[src/rtl/alu_pkg.sv]
// Shared ALU function codes, legal-code check and arbiter FSM state encoding.
package alu_pkg;

    localparam int unsigned ALUFN_W = 6;

    localparam logic [ALUFN_W-1:0] ALUFN_ADD  = 6'b000000;
    localparam logic [ALUFN_W-1:0] ALUFN_SUB  = 6'b000001;
    localparam logic [ALUFN_W-1:0] ALUFN_AND  = 6'b000010;
    localparam logic [ALUFN_W-1:0] ALUFN_OR   = 6'b000100;
    localparam logic [ALUFN_W-1:0] ALUFN_XOR  = 6'b000101;
    localparam logic [ALUFN_W-1:0] ALUFN_XNOR = 6'b000110;
    localparam logic [ALUFN_W-1:0] ALUFN_SHL  = 6'b001000;
    localparam logic [ALUFN_W-1:0] ALUFN_SHR  = 6'b001001;
    localparam logic [ALUFN_W-1:0] ALUFN_SRA  = 6'b001011;

    typedef enum logic [1:0] {
        IDLE = 2'd0,
        EXEC = 2'd1,
        RESP = 2'd2
    } state_t;

    function automatic logic alufn_legal(input logic [ALUFN_W-1:0] fn);
        logic ok;
        case (fn)
            ALUFN_ADD, ALUFN_SUB, ALUFN_AND, ALUFN_OR, ALUFN_XOR,
            ALUFN_XNOR, ALUFN_SHL, ALUFN_SHR, ALUFN_SRA: ok = 1'b1;
            default:                                     ok = 1'b0;
        endcase
        return ok;
    endfunction

endpackage

[src/rtl/alu_arbiter_if.sv]
// Request, shared-ALU and response signals of the two-requester ALU arbiter.
interface alu_arbiter_if #(
    parameter int unsigned W = 32
);
    import alu_pkg::*;

    logic [1:0]                 req_valid;
    logic [1:0]                 req_ready;
    logic [1:0][W-1:0]          req_a;
    logic [1:0][W-1:0]          req_b;
    logic [1:0][ALUFN_W-1:0]    req_alufn;

    logic [W-1:0]               alu_a;
    logic [W-1:0]               alu_b;
    logic [ALUFN_W-1:0]         alu_alufn;
    logic [W-1:0]               alu_otp;
    logic                       alu_zero;
    logic                       alu_overflow;

    logic                       rsp_valid;
    logic                       rsp_ready;
    logic                       rsp_id;
    logic [W-1:0]               rsp_otp;
    logic                       rsp_zero;
    logic                       rsp_overflow;
    logic                       rsp_err;

    modport slave (
        input  req_valid, req_a, req_b, req_alufn,
        input  alu_otp, alu_zero, alu_overflow,
        input  rsp_ready,
        output req_ready,
        output alu_a, alu_b, alu_alufn,
        output rsp_valid, rsp_id, rsp_otp, rsp_zero, rsp_overflow, rsp_err
    );

    modport master (
        output req_valid, req_a, req_b, req_alufn,
        output alu_otp, alu_zero, alu_overflow,
        output rsp_ready,
        input  req_ready,
        input  alu_a, alu_b, alu_alufn,
        input  rsp_valid, rsp_id, rsp_otp, rsp_zero, rsp_overflow, rsp_err
    );

endinterface

[src/rtl/alu_rr_grant.sv]
// Two-input arbiter. ALU_ARB_RR_EN selects round-robin with a priority pointer;
// otherwise requester 0 always wins and no pointer exists.
module alu_rr_grant (
    input  logic       clk,
    input  logic       rst,
    input  logic [1:0] req,
    input  logic       advance,
    output logic [1:0] grant_c
);

`ifdef ALU_ARB_RR_EN
    // Requester that wins the next tie; the one just granted drops behind.
    logic prio_q;

    always_ff @(posedge clk) begin
        if (rst) begin
            prio_q <= 1'b0;
        end else if (advance) begin
            prio_q <= ~grant_c[1];
        end
    end

    always_comb begin
        grant_c = 2'b00;
        case (req)
            2'b01:   grant_c = 2'b01;
            2'b10:   grant_c = 2'b10;
            2'b11:   grant_c = prio_q ? 2'b10 : 2'b01;
            default: grant_c = 2'b00;
        endcase
    end
`else
    logic unused_fixed;
    assign unused_fixed = ^{clk, rst, advance};

    always_comb begin
        grant_c = 2'b00;
        if (req[0]) begin
            grant_c = 2'b01;
        end else if (req[1]) begin
            grant_c = 2'b10;
        end
    end
`endif

endmodule

[src/rtl/alu_arbiter.sv]
// Shares one external ALU between two requesters: capture, one EXEC cycle, held response.
// Arbitration policy is set by ALU_ARB_RR_EN inside alu_rr_grant.
module alu_arbiter
    import alu_pkg::*;
#(
    parameter int unsigned W = 32
) (
    input  logic          clk,
    input  logic          rst,
    alu_arbiter_if.slave  bus
);

    state_t              state_q;
    state_t              state_d;

    logic [1:0]          grant_c;
    logic [1:0]          req_ready_c;
    logic                xfer_c;
    logic                grant_id_c;
    logic                rsp_load_c;
    logic                rsp_pop_c;

    logic [W-1:0]        cap_a_q;
    logic [W-1:0]        cap_b_q;
    logic [ALUFN_W-1:0]  cap_alufn_q;
    logic                cap_id_q;

    logic                rsp_valid_q;
    logic                rsp_id_q;
    logic [W-1:0]        rsp_otp_q;
    logic                rsp_zero_q;
    logic                rsp_overflow_q;
    logic                rsp_err_q;

    alu_rr_grant u_grant (
        .clk     (clk),
        .rst     (rst),
        .req     (bus.req_valid),
        .advance (xfer_c),
        .grant_c (grant_c)
    );

    assign xfer_c     = |(bus.req_valid & req_ready_c);
    assign grant_id_c = grant_c[1];

    always_ff @(posedge clk) begin
        if (rst) begin
            state_q <= IDLE;
        end else begin
            state_q <= state_d;
        end
    end

    always_comb begin
        state_d = state_q;
        case (state_q)
            IDLE:    if (xfer_c) state_d = EXEC;
            EXEC:    state_d = RESP;
            RESP:    if (bus.rsp_ready) state_d = IDLE;
            default: state_d = IDLE;
        endcase
    end

    always_comb begin
        req_ready_c = 2'b00;
        rsp_load_c  = 1'b0;
        rsp_pop_c   = 1'b0;
        case (state_q)
            IDLE:    req_ready_c = grant_c;
            EXEC:    rsp_load_c  = 1'b1;
            RESP:    rsp_pop_c   = bus.rsp_ready;
            default: req_ready_c = 2'b00;
        endcase
    end

    // Operands are latched at the transfer so the ALU never sees live request buses.
    always_ff @(posedge clk) begin
        if (rst) begin
            cap_a_q     <= '0;
            cap_b_q     <= '0;
            cap_alufn_q <= '0;
            cap_id_q    <= 1'b0;
        end else if (xfer_c) begin
            cap_a_q     <= bus.req_a[grant_id_c];
            cap_b_q     <= bus.req_b[grant_id_c];
            cap_alufn_q <= bus.req_alufn[grant_id_c];
            cap_id_q    <= grant_id_c;
        end
    end

    // Illegal codes are answered with a fixed error result instead of the ALU output.
    always_ff @(posedge clk) begin
        if (rst) begin
            rsp_valid_q    <= 1'b0;
            rsp_id_q       <= 1'b0;
            rsp_otp_q      <= '0;
            rsp_zero_q     <= 1'b0;
            rsp_overflow_q <= 1'b0;
            rsp_err_q      <= 1'b0;
        end else begin
            if (rsp_load_c) begin
                rsp_valid_q <= 1'b1;
                rsp_id_q    <= cap_id_q;
                if (alufn_legal(cap_alufn_q)) begin
                    rsp_otp_q      <= bus.alu_otp;
                    rsp_zero_q     <= bus.alu_zero;
                    rsp_overflow_q <= bus.alu_overflow;
                    rsp_err_q      <= 1'b0;
                end else begin
                    rsp_otp_q      <= '0;
                    rsp_zero_q     <= 1'b1;
                    rsp_overflow_q <= 1'b0;
                    rsp_err_q      <= 1'b1;
                end
            end else if (rsp_pop_c) begin
                rsp_valid_q <= 1'b0;
            end
        end
    end

    assign bus.req_ready    = req_ready_c;
    assign bus.alu_a        = cap_a_q;
    assign bus.alu_b        = cap_b_q;
    assign bus.alu_alufn    = cap_alufn_q;
    assign bus.rsp_valid    = rsp_valid_q;
    assign bus.rsp_id       = rsp_id_q;
    assign bus.rsp_otp      = rsp_otp_q;
    assign bus.rsp_zero     = rsp_zero_q;
    assign bus.rsp_overflow = rsp_overflow_q;
    assign bus.rsp_err      = rsp_err_q;

endmodule
[src/flat_wrapper.sv]
// flat-port wrapper written by rule: the top's interface ports become plain ports
module alu_arbiter_flat import alu_pkg::*;
#(
    parameter int unsigned W = 32
)
  (clk, rst, bus_req_valid, bus_req_a, bus_req_b, bus_req_alufn, bus_alu_otp, bus_alu_zero, bus_alu_overflow, bus_rsp_ready, bus_req_ready, bus_alu_a, bus_alu_b, bus_alu_alufn, bus_rsp_valid, bus_rsp_id, bus_rsp_otp, bus_rsp_zero, bus_rsp_overflow, bus_rsp_err);
  alu_arbiter_if #(.W(W)) bus_i ();
  input  logic clk;
  input  logic rst;
  input wire logic [$bits(bus_i.req_valid)-1:0] bus_req_valid;
  input wire logic [$bits(bus_i.req_a)-1:0] bus_req_a;
  input wire logic [$bits(bus_i.req_b)-1:0] bus_req_b;
  input wire logic [$bits(bus_i.req_alufn)-1:0] bus_req_alufn;
  input wire logic [$bits(bus_i.alu_otp)-1:0] bus_alu_otp;
  input wire logic [$bits(bus_i.alu_zero)-1:0] bus_alu_zero;
  input wire logic [$bits(bus_i.alu_overflow)-1:0] bus_alu_overflow;
  input wire logic [$bits(bus_i.rsp_ready)-1:0] bus_rsp_ready;
  output wire logic [$bits(bus_i.req_ready)-1:0] bus_req_ready;
  output wire logic [$bits(bus_i.alu_a)-1:0] bus_alu_a;
  output wire logic [$bits(bus_i.alu_b)-1:0] bus_alu_b;
  output wire logic [$bits(bus_i.alu_alufn)-1:0] bus_alu_alufn;
  output wire logic [$bits(bus_i.rsp_valid)-1:0] bus_rsp_valid;
  output wire logic [$bits(bus_i.rsp_id)-1:0] bus_rsp_id;
  output wire logic [$bits(bus_i.rsp_otp)-1:0] bus_rsp_otp;
  output wire logic [$bits(bus_i.rsp_zero)-1:0] bus_rsp_zero;
  output wire logic [$bits(bus_i.rsp_overflow)-1:0] bus_rsp_overflow;
  output wire logic [$bits(bus_i.rsp_err)-1:0] bus_rsp_err;
  assign bus_i.req_valid = bus_req_valid;
  assign bus_i.req_a = bus_req_a;
  assign bus_i.req_b = bus_req_b;
  assign bus_i.req_alufn = bus_req_alufn;
  assign bus_i.alu_otp = bus_alu_otp;
  assign bus_i.alu_zero = bus_alu_zero;
  assign bus_i.alu_overflow = bus_alu_overflow;
  assign bus_i.rsp_ready = bus_rsp_ready;
  assign bus_req_ready = bus_i.req_ready;
  assign bus_alu_a = bus_i.alu_a;
  assign bus_alu_b = bus_i.alu_b;
  assign bus_alu_alufn = bus_i.alu_alufn;
  assign bus_rsp_valid = bus_i.rsp_valid;
  assign bus_rsp_id = bus_i.rsp_id;
  assign bus_rsp_otp = bus_i.rsp_otp;
  assign bus_rsp_zero = bus_i.rsp_zero;
  assign bus_rsp_overflow = bus_i.rsp_overflow;
  assign bus_rsp_err = bus_i.rsp_err;
  alu_arbiter #(.W(W)) u_core (.clk(clk), .rst(rst), .bus(bus_i));
endmodule
[config.mk]
export PLATFORM = sky130hd
export DESIGN_NAME = alu_arbiter_flat
export DESIGN_NICKNAME = d
export VERILOG_FILES = /design/src/rtl/alu_pkg.sv /design/src/rtl/alu_arbiter_if.sv /design/src/rtl/alu_rr_grant.sv /design/src/rtl/alu_arbiter.sv /design/src/flat_wrapper.sv
export SDC_FILE = /design/constraint.sdc
export NUM_CORES = 1
export LEC_CHECK = 0
export CAP_MARGIN = 20
export CORE_ASPECT_RATIO = 1.1
export CORE_UTILIZATION = 38
export DETAILED_ROUTE_END_ITERATION = 6
export PLACE_DENSITY_LB_ADDON = 0.08
export SLEW_MARGIN = 20
export SYNTH_ARGS = -nofsm -noshare
export SYNTH_HDL_FRONTEND = slang
export SYNTH_SLANG_ARGS = --single-unit
[constraint.sdc]
create_clock -name clk -period 1.9 [get_ports clk]
set_input_delay 0.57 -clock clk [delete_from_list [all_inputs] [get_ports clk]]
set_output_delay 0.57 -clock clk [all_outputs]
set_load 0.005 [all_outputs]
==> impl_metrics.py, run 1 <==
metrics = {
    "routing": {
        "wirelength_um": 15030,
        "viasPerCell": 5.074,
        "drtAntennaViolNets": 0,
        "first_iter_violations": 225,
        "routedWlPerCell_um": 15.41,
        "vias": 4947,
        "firstDrtPassIters": 4,
        "drc": 0,
    },
    "synth": {
        "yosys_warnings": 0,
        "yosysMostFrequentCell": "nand2_1",
        "netlist_area_um2": 4753,
        "synth_seq_cells": 111,
        "synth.avg_cell_area_um2": 8.835,
        "synth_edf_count": 0,
        "synth_top_cell_by_area": "dfxtp_1",
        "synthCells": 538,
        "synthTopCellsByArea": "dfxtp_1 (47%), a311oi_1 (12%), nand2_1 (11%)",
        "ys_async_sr_fraction_pct": 0,
        "ys.flop_type": "dfxtp_1",
        "syn_nets": 717,
        "ys_types": 32,
        "yosysTopAreaCellShare_pct": 46.75,
        "seq_area_frac_synth_pct": 46.75,
        "yosys-top-cells-count": "nand2_1 (142), dfxtp_1 (111), nor2_1 (75)",
    },
    "clock_tree": {
        "clockBufferDepth": 2,
        "htree_levels": 3,
        "path_clk_slew_ns": 0.07,
        "cts_hold_buf": 0,
        "cts_root_buf": "clkbuf_16",
        "clk_latency_ns": 0.34,
        "cts_buffers": 9,
        "cts_tree": "yes",
        "cts_setup_buffers": 0,
        "clock_sinks": 111,
    },
    "critical_path": {
        "reg2regPathDepth": 6,
        "startpoint": "bus_req_valid[0]",
        "cpMaxStageDelayCell": "dlygate4sd2_1",
        "max_stage_delay_ns": 0.25,
        "r2r_setup_slack_ns": 0.30,
        "arrival_ns": 1.27,
        "critPathKind": "input port to output pin",
        "required_ns": 1.33,
        "crit_chain": "dlygate4sd2_1 > buf_6 > nand2_2 > inv_1 > clkdlybuf4s15_2",
        "critPathCaptureType": "output pin",
        "critPathLaunchType": "input port",
        "rr_startpoint": "u_core.state_q[1]",
        "worstPathMaxFanout": 3,
        "crit_end": "bus_req_ready[0]",
        "r2r_end": "u_core.bus.alu_a[7]",
    },
    "timing": {
        "clock_skew_ns": 0.008766,
        "hold_violations": 0,
        "min_period_over_period_pct": 96.60,
        "maxSlewViolCount": 0,
        "setup_viol": 0,
        "rsz0062_at_grt": "false",
        "layout_setup_ws_ns": 0.06462,
        "slew_headroom_pct": 76.13,
        "worst_pin_slew_ns": 0.3581,
        "fmax_mhz": 544.8,
        "whs_ns": 0.4593,
        "post-route-min-period_ns": 1.835,
    },
    "layout": {
        "fill_cells": 1017,
        "drive_gt1_share_pct": 14.74,
        "nets": 995,
        "syn_to_final_growth_pct": 72.02,
        "diodes": 0,
    },
    "status": {
        "status": "completed",
    },
    "place": {
        "dp.final_hpwl_um": 11290,
        "io_buffers": 287,
        "place_ws_ns": -0.6522,
        "gp_congestion": 0.7756,
    },
    "power": {
        "peakVddDrop_v": 0.0004019,
        "leakagePower_nw": 3.102,
        "powerDensity_nw_per_um2": 767.8,
    },
    "floorplanning": {
        "die_h_um": 119.3,
        "fp.dieArea_um2": 12960,
        "row_count": 42,
        "num_io_pins": 288,
        "die_w_um": 108.6,
        "coreArea_um2": 12090,
        "start_util_pct": 39.33,
    },
    "global_routing": {
        "grt_max_degree": 66,
        "gr-total-overflow": 0,
        "grt_pass1_vias": 4876,
        "antenna_found_initial": 0,
        "gr-usage-all-layers_pct": 22.86,
        "grt_pass1_wl_um": 23260,
    },
    "worst_hold_path": {
        "hp-class": "flop to flop",
        "min_from": "u_core.bus.rsp_err",
    },
    "job": {
        "maxCapViolCount": 0,
    },
}
-- critical path, delay by kind of cell --
| family | cells | cell delay [ns] |
|---|---|---|
| buffers and inverters | 4 | 0.63 |
| AND/OR/NAND/NOR | 1 | 0.06 |
-- registers in the layout (all words and copies together), names as in the netlist, named ones only --
signal and cells:
u_core.bus.alu_alufn 6, u_core.bus.rsp_overflow 1, u_core.bus.rsp_valid 1, u_core.bus.alu_a 32, u_core.state_q 2, u_core.cap_id_q 1, u_core.bus.rsp_err 1, u_core.bus.rsp_zero 1
u_core.bus.rsp_otp 32, u_core.bus.rsp_id 1, u_core.bus.alu_b 32
-- kinds of logic (layout without fill, tap and decap cells) --
| group | after synthesis | in the layout | share of synthesized area [%] |
|---|---|---|---|
| multiplexers | 1 | 1 | 0.2106 |
| AND/OR/NAND/NOR | 257 | 257 | 23.08 |
| buffers and inverters | 56 | 339 | 6.870 |
| flip-flops | 111 | 111 | 46.75 |
| AO/OA/AOI/OAI | 113 | 113 | 23.08 |
-- metrics by stage --
stage | setup TNS [ns] | total power [mW] | std cells | utilization [%] | cell area [µm²]
after CTS | 0 | 6.353 | 975 | 67.54 | 8163
after floorplan | 0 | 3.483 | 538 | - | 4753
after global routing | 0 | 6.608 | 975 | 67.65 | 8177
after global placement | -22.67 | 4.492 | 959 | 65.03 | 7860
after detailed placement | -24.70 | 4.533 | 959 | 65.03 | 7860
final | 0 | 6.278 | 975 | 67.65 | 8177
-- placed cells by master (no fill, tap or decap), types with 2 or more instances in the layout --
master / count
clkdlybuf4s50_1: 280
nand2_1: 141
dfxtp_1: 109
nor2_1: 75
a311oi_1: 66
a22oi_2: 29
nor2_2: 29
buf_4: 20
clkbuf_16: 9
buf_12: 9
inv_1: 6
a21oi_1: 5
a22oi_1: 4
dlygate4sd2_1: 3
a311oi_2: 2
a211oi_1: 2
clkinv_4: 2
clkbuf_8: 2
buf_6: 2
dfxtp_2: 2
-- worst min-delay path by stage --
stage / end / slack, ns / cells past startpoint
6_report: u_core.bus.rsp_err / 0.46 / 2
5_1_grt: u_core.bus.alu_alufn[1] / 0.48 / 2
4_1_cts: u_core.bus.alu_alufn[1] / 0.47 / 2
3_5_place_dp: u_core.bus.rsp_err / 0.45 / 2
3_3_place_gp: u_core.bus.rsp_err / 0.44 / 2
2_1_floorplan: u_core.bus.rsp_err / 0.45 / 2
-- power breakdown --
| part | switching (mW) | internal, mW | leakage (nW) | total (mW) |
|---|---|---|---|---|
| clock | 0.839 | 0.965 | 0.139 | 1.80 |
| combinational | 0.701 | 1.07 | 2.05 | 1.77 |
| sequential | 0.139 | 2.57 | 0.916 | 2.71 |
| total | 1.68 | 4.60 | 3.10 | 6.28 |
-- cell type report --
cell class,instances,area [µm²],area share [%]
clock inverter,4,30.03,0.3673
multi-input combinational,371,2240,27.39
timing repair buffer,317,3211,39.27
sequential,111,2225,27.21
inverter,6,22.52,0.2754
clock buffer,12,256.5,3.137
tap,154,192.7,2.357
-- metal layers --
metal	track usage, %	vias to the layer above	part of all wire [%]
li1	-	2423	-
met1	25.08	2270	38
met2	40.23	215	50
met3	5.583	39	8.0
met4	11.57	0	3.5
met5	0	-	0
-- timing repair --
action | in CTS | in global routing
pin swaps | 1 | 1
setup endpoints to repair | 15 | 4
endpoints found under the hold margin | 0 | 0
gates resized for setup | 15 | 5
Power figures use the tool's default switching activity.
==> run 2: changes to the inputs <==
Settings changed: GPL_TIMING_DRIVEN set to 0, HOLD_SLACK_MARGIN set to 0.02.
==> run 2 against run 1 <==
Compared with the run above: power increased by 0.88%; core utilization decreased by 0.19 points; first-iteration DRC count increased by 9.3%; sequential power about the same; die area unchanged.
==> impl_metrics.py, run 2 (synthesized netlist as in run 1, its figures left out) <==
metrics = {
    "global_routing": {
        "grt_max_degree": 17,
        "grt_pass1_vias": 5052,
        "gr-total-overflow": 0,
        "antenna_found_initial": 0,
        "gr-usage-all-layers_pct": 24.54,
        "grt_pass1_wl_um": 24650,
    },
    "routing": {
        "drc": 0,
        "firstDrtPassIters": 4,
        "first_iter_violations": 246,
        "viasPerCell": 5.117,
        "drtAntennaViolNets": 0,
        "vias": 5097,
        "wirelength_um": 16060,
        "routedWlPerCell_um": 16.12,
    },
    "critical_path": {
        "required_ns": 1.33,
        "rr_startpoint": "u_core.state_q[0]",
        "arrival_ns": 1.28,
        "critPathLaunchType": "input port",
        "reg2regPathDepth": 8,
        "critPathCaptureType": "output pin",
        "r2r_setup_slack_ns": 0.24,
        "r2r_end": "u_core.bus.alu_b[26]",
        "critPathKind": "input port to output pin",
        "worstPathMaxFanout": 11,
    },
    "timing": {
        "setup_tns_ns": 0,
        "post-route-min-period_ns": 1.849,
        "clock_skew_ns": 0.008196,
        "worst_pin_slew_ns": 0.5730,
        "fmax_mhz": 541.0,
        "slew_headroom_pct": 61.64,
        "maxSlewViolCount": 0,
        "whs_ns": 0.4630,
        "hold_violations": 0,
        "rsz0062_at_grt": "false",
        "layout_setup_ws_ns": 0.05144,
        "setup_viol": 0,
        "min_period_over_period_pct": 97.29,
    },
    "layout": {
        "diodes": 0,
        "nets": 1017,
        "seqCellArea_um2": 2226,
        "fill_cells": 1039,
        "fin_area_um2": 8154,
        "drive_gt1_share_pct": 15.08,
        "final_common_cell": "clkdlybuf4s50_1",
        "syn_to_final_growth_pct": 71.55,
        "final_util_pct": 67.46,
        "stdcell_count": 996,
        "layout_common_cells": "clkdlybuf4s50_1 (282), nand2_1 (142), dfxtp_1 (108)",
        "multi_input_area_um2": 2223,
    },
    "floorplanning": {
        "fp.dieArea_um2": 12960,
        "start_util_pct": 39.33,
        "num_io_pins": 288,
        "row_count": 42,
        "coreArea_um2": 12090,
        "die_w_um": 108.6,
        "die_h_um": 119.3,
    },
    "power": {
        "total_power_mw": 6.333,
        "powerDensity_nw_per_um2": 776.7,
        "leakagePower_nw": 3.094,
        "peakVddDrop_v": 0.0005460,
    },
    "job": {
        "maxCapViolCount": 0,
    },
    "clock_tree": {
        "clk_latency_ns": 0.34,
        "clockBufferDepth": 2,
        "path_clk_slew_ns": 0.07,
        "htree_levels": 3,
        "cts_buffers": 9,
        "cts_tree": "yes",
        "cts_hold_buf": 0,
        "cts_root_buf": "clkbuf_16",
        "clock_sinks": 111,
    },
    "worst_hold_path": {
        "min_path_cells": 2,
        "min_delay_worst_endpoint": "u_core.bus.rsp_err",
        "min_from": "u_core.bus.rsp_err",
        "hp-class": "flop to flop",
    },
    "status": {
        "status": "completed",
    },
    "place": {
        "dp.final_hpwl_um": 12670,
        "placedCellCount": 979,
        "place_ws_ns": -1.090,
        "gp_congestion": 0.8100,
        "io_buffers": 287,
        "postPlaceCellArea_um2": 7819,
    },
}
run 2: critical path, cell delays in order:
cell	delay (ns)
buf_6	0.10
nand2b_4	0.14
buf_12	0.14
nor3_4	0.17
buf_2	0.15
run 2: timing repair:
| action | CTS | global route |
|---|---|---|
| pin swaps | 1 | 1 |
| setup buffers | 2 | 1 |
| setup endpoints to repair | 84 | 26 |
| resized for setup | 25 | 15 |
run 2: worst max-delay path by stage:
stage | end | from | slack [ns] | cells after the start
finish | bus_req_ready[1] | bus_req_valid[0] | 0.05 | 5
global route | bus_req_ready[1] | bus_req_valid[0] | 0.01 | 5
CTS | bus_req_ready[1] | bus_req_valid[0] | -0.13 | 6
detailed placement | bus_req_ready[1] | bus_req_valid[0] | -1.09 | 6
global placement | bus_req_ready[1] | bus_req_valid[0] | -1.03 | 6
floorplan | bus_req_ready[1] | bus_req_valid[0] | 0.12 | 4
run 2: layout make-up:
type                            count  share of cell area [%]
Sequential cell                   111                   27.30
Multi-Input combinational cell    371                   27.27
Inverter                            6                  0.2762
Clock inverter                      3                  0.5524
Buffer                             49                   3.974
Tap cell                          154                   2.363
Clock buffer                       12                   2.900
Timing Repair Buffer              290                   35.37
run 2: per-layer routing:
layer	up-vias	part of all wire, %	GRT usage (%)
met1	2366	38	26.40
met5	-	0	0
met4	0	3.1	10.64
met2	224	51	43.83
met3	36	8.2	7.061
li1	2471	-	-
run 2: where the power goes:
part           switching (mW)  internal [mW]  total, mW
sequential              0.136           2.57       2.70
combinational           0.731           1.05       1.78
clock                   0.833           1.02       1.85
total                    1.70           4.63       6.33
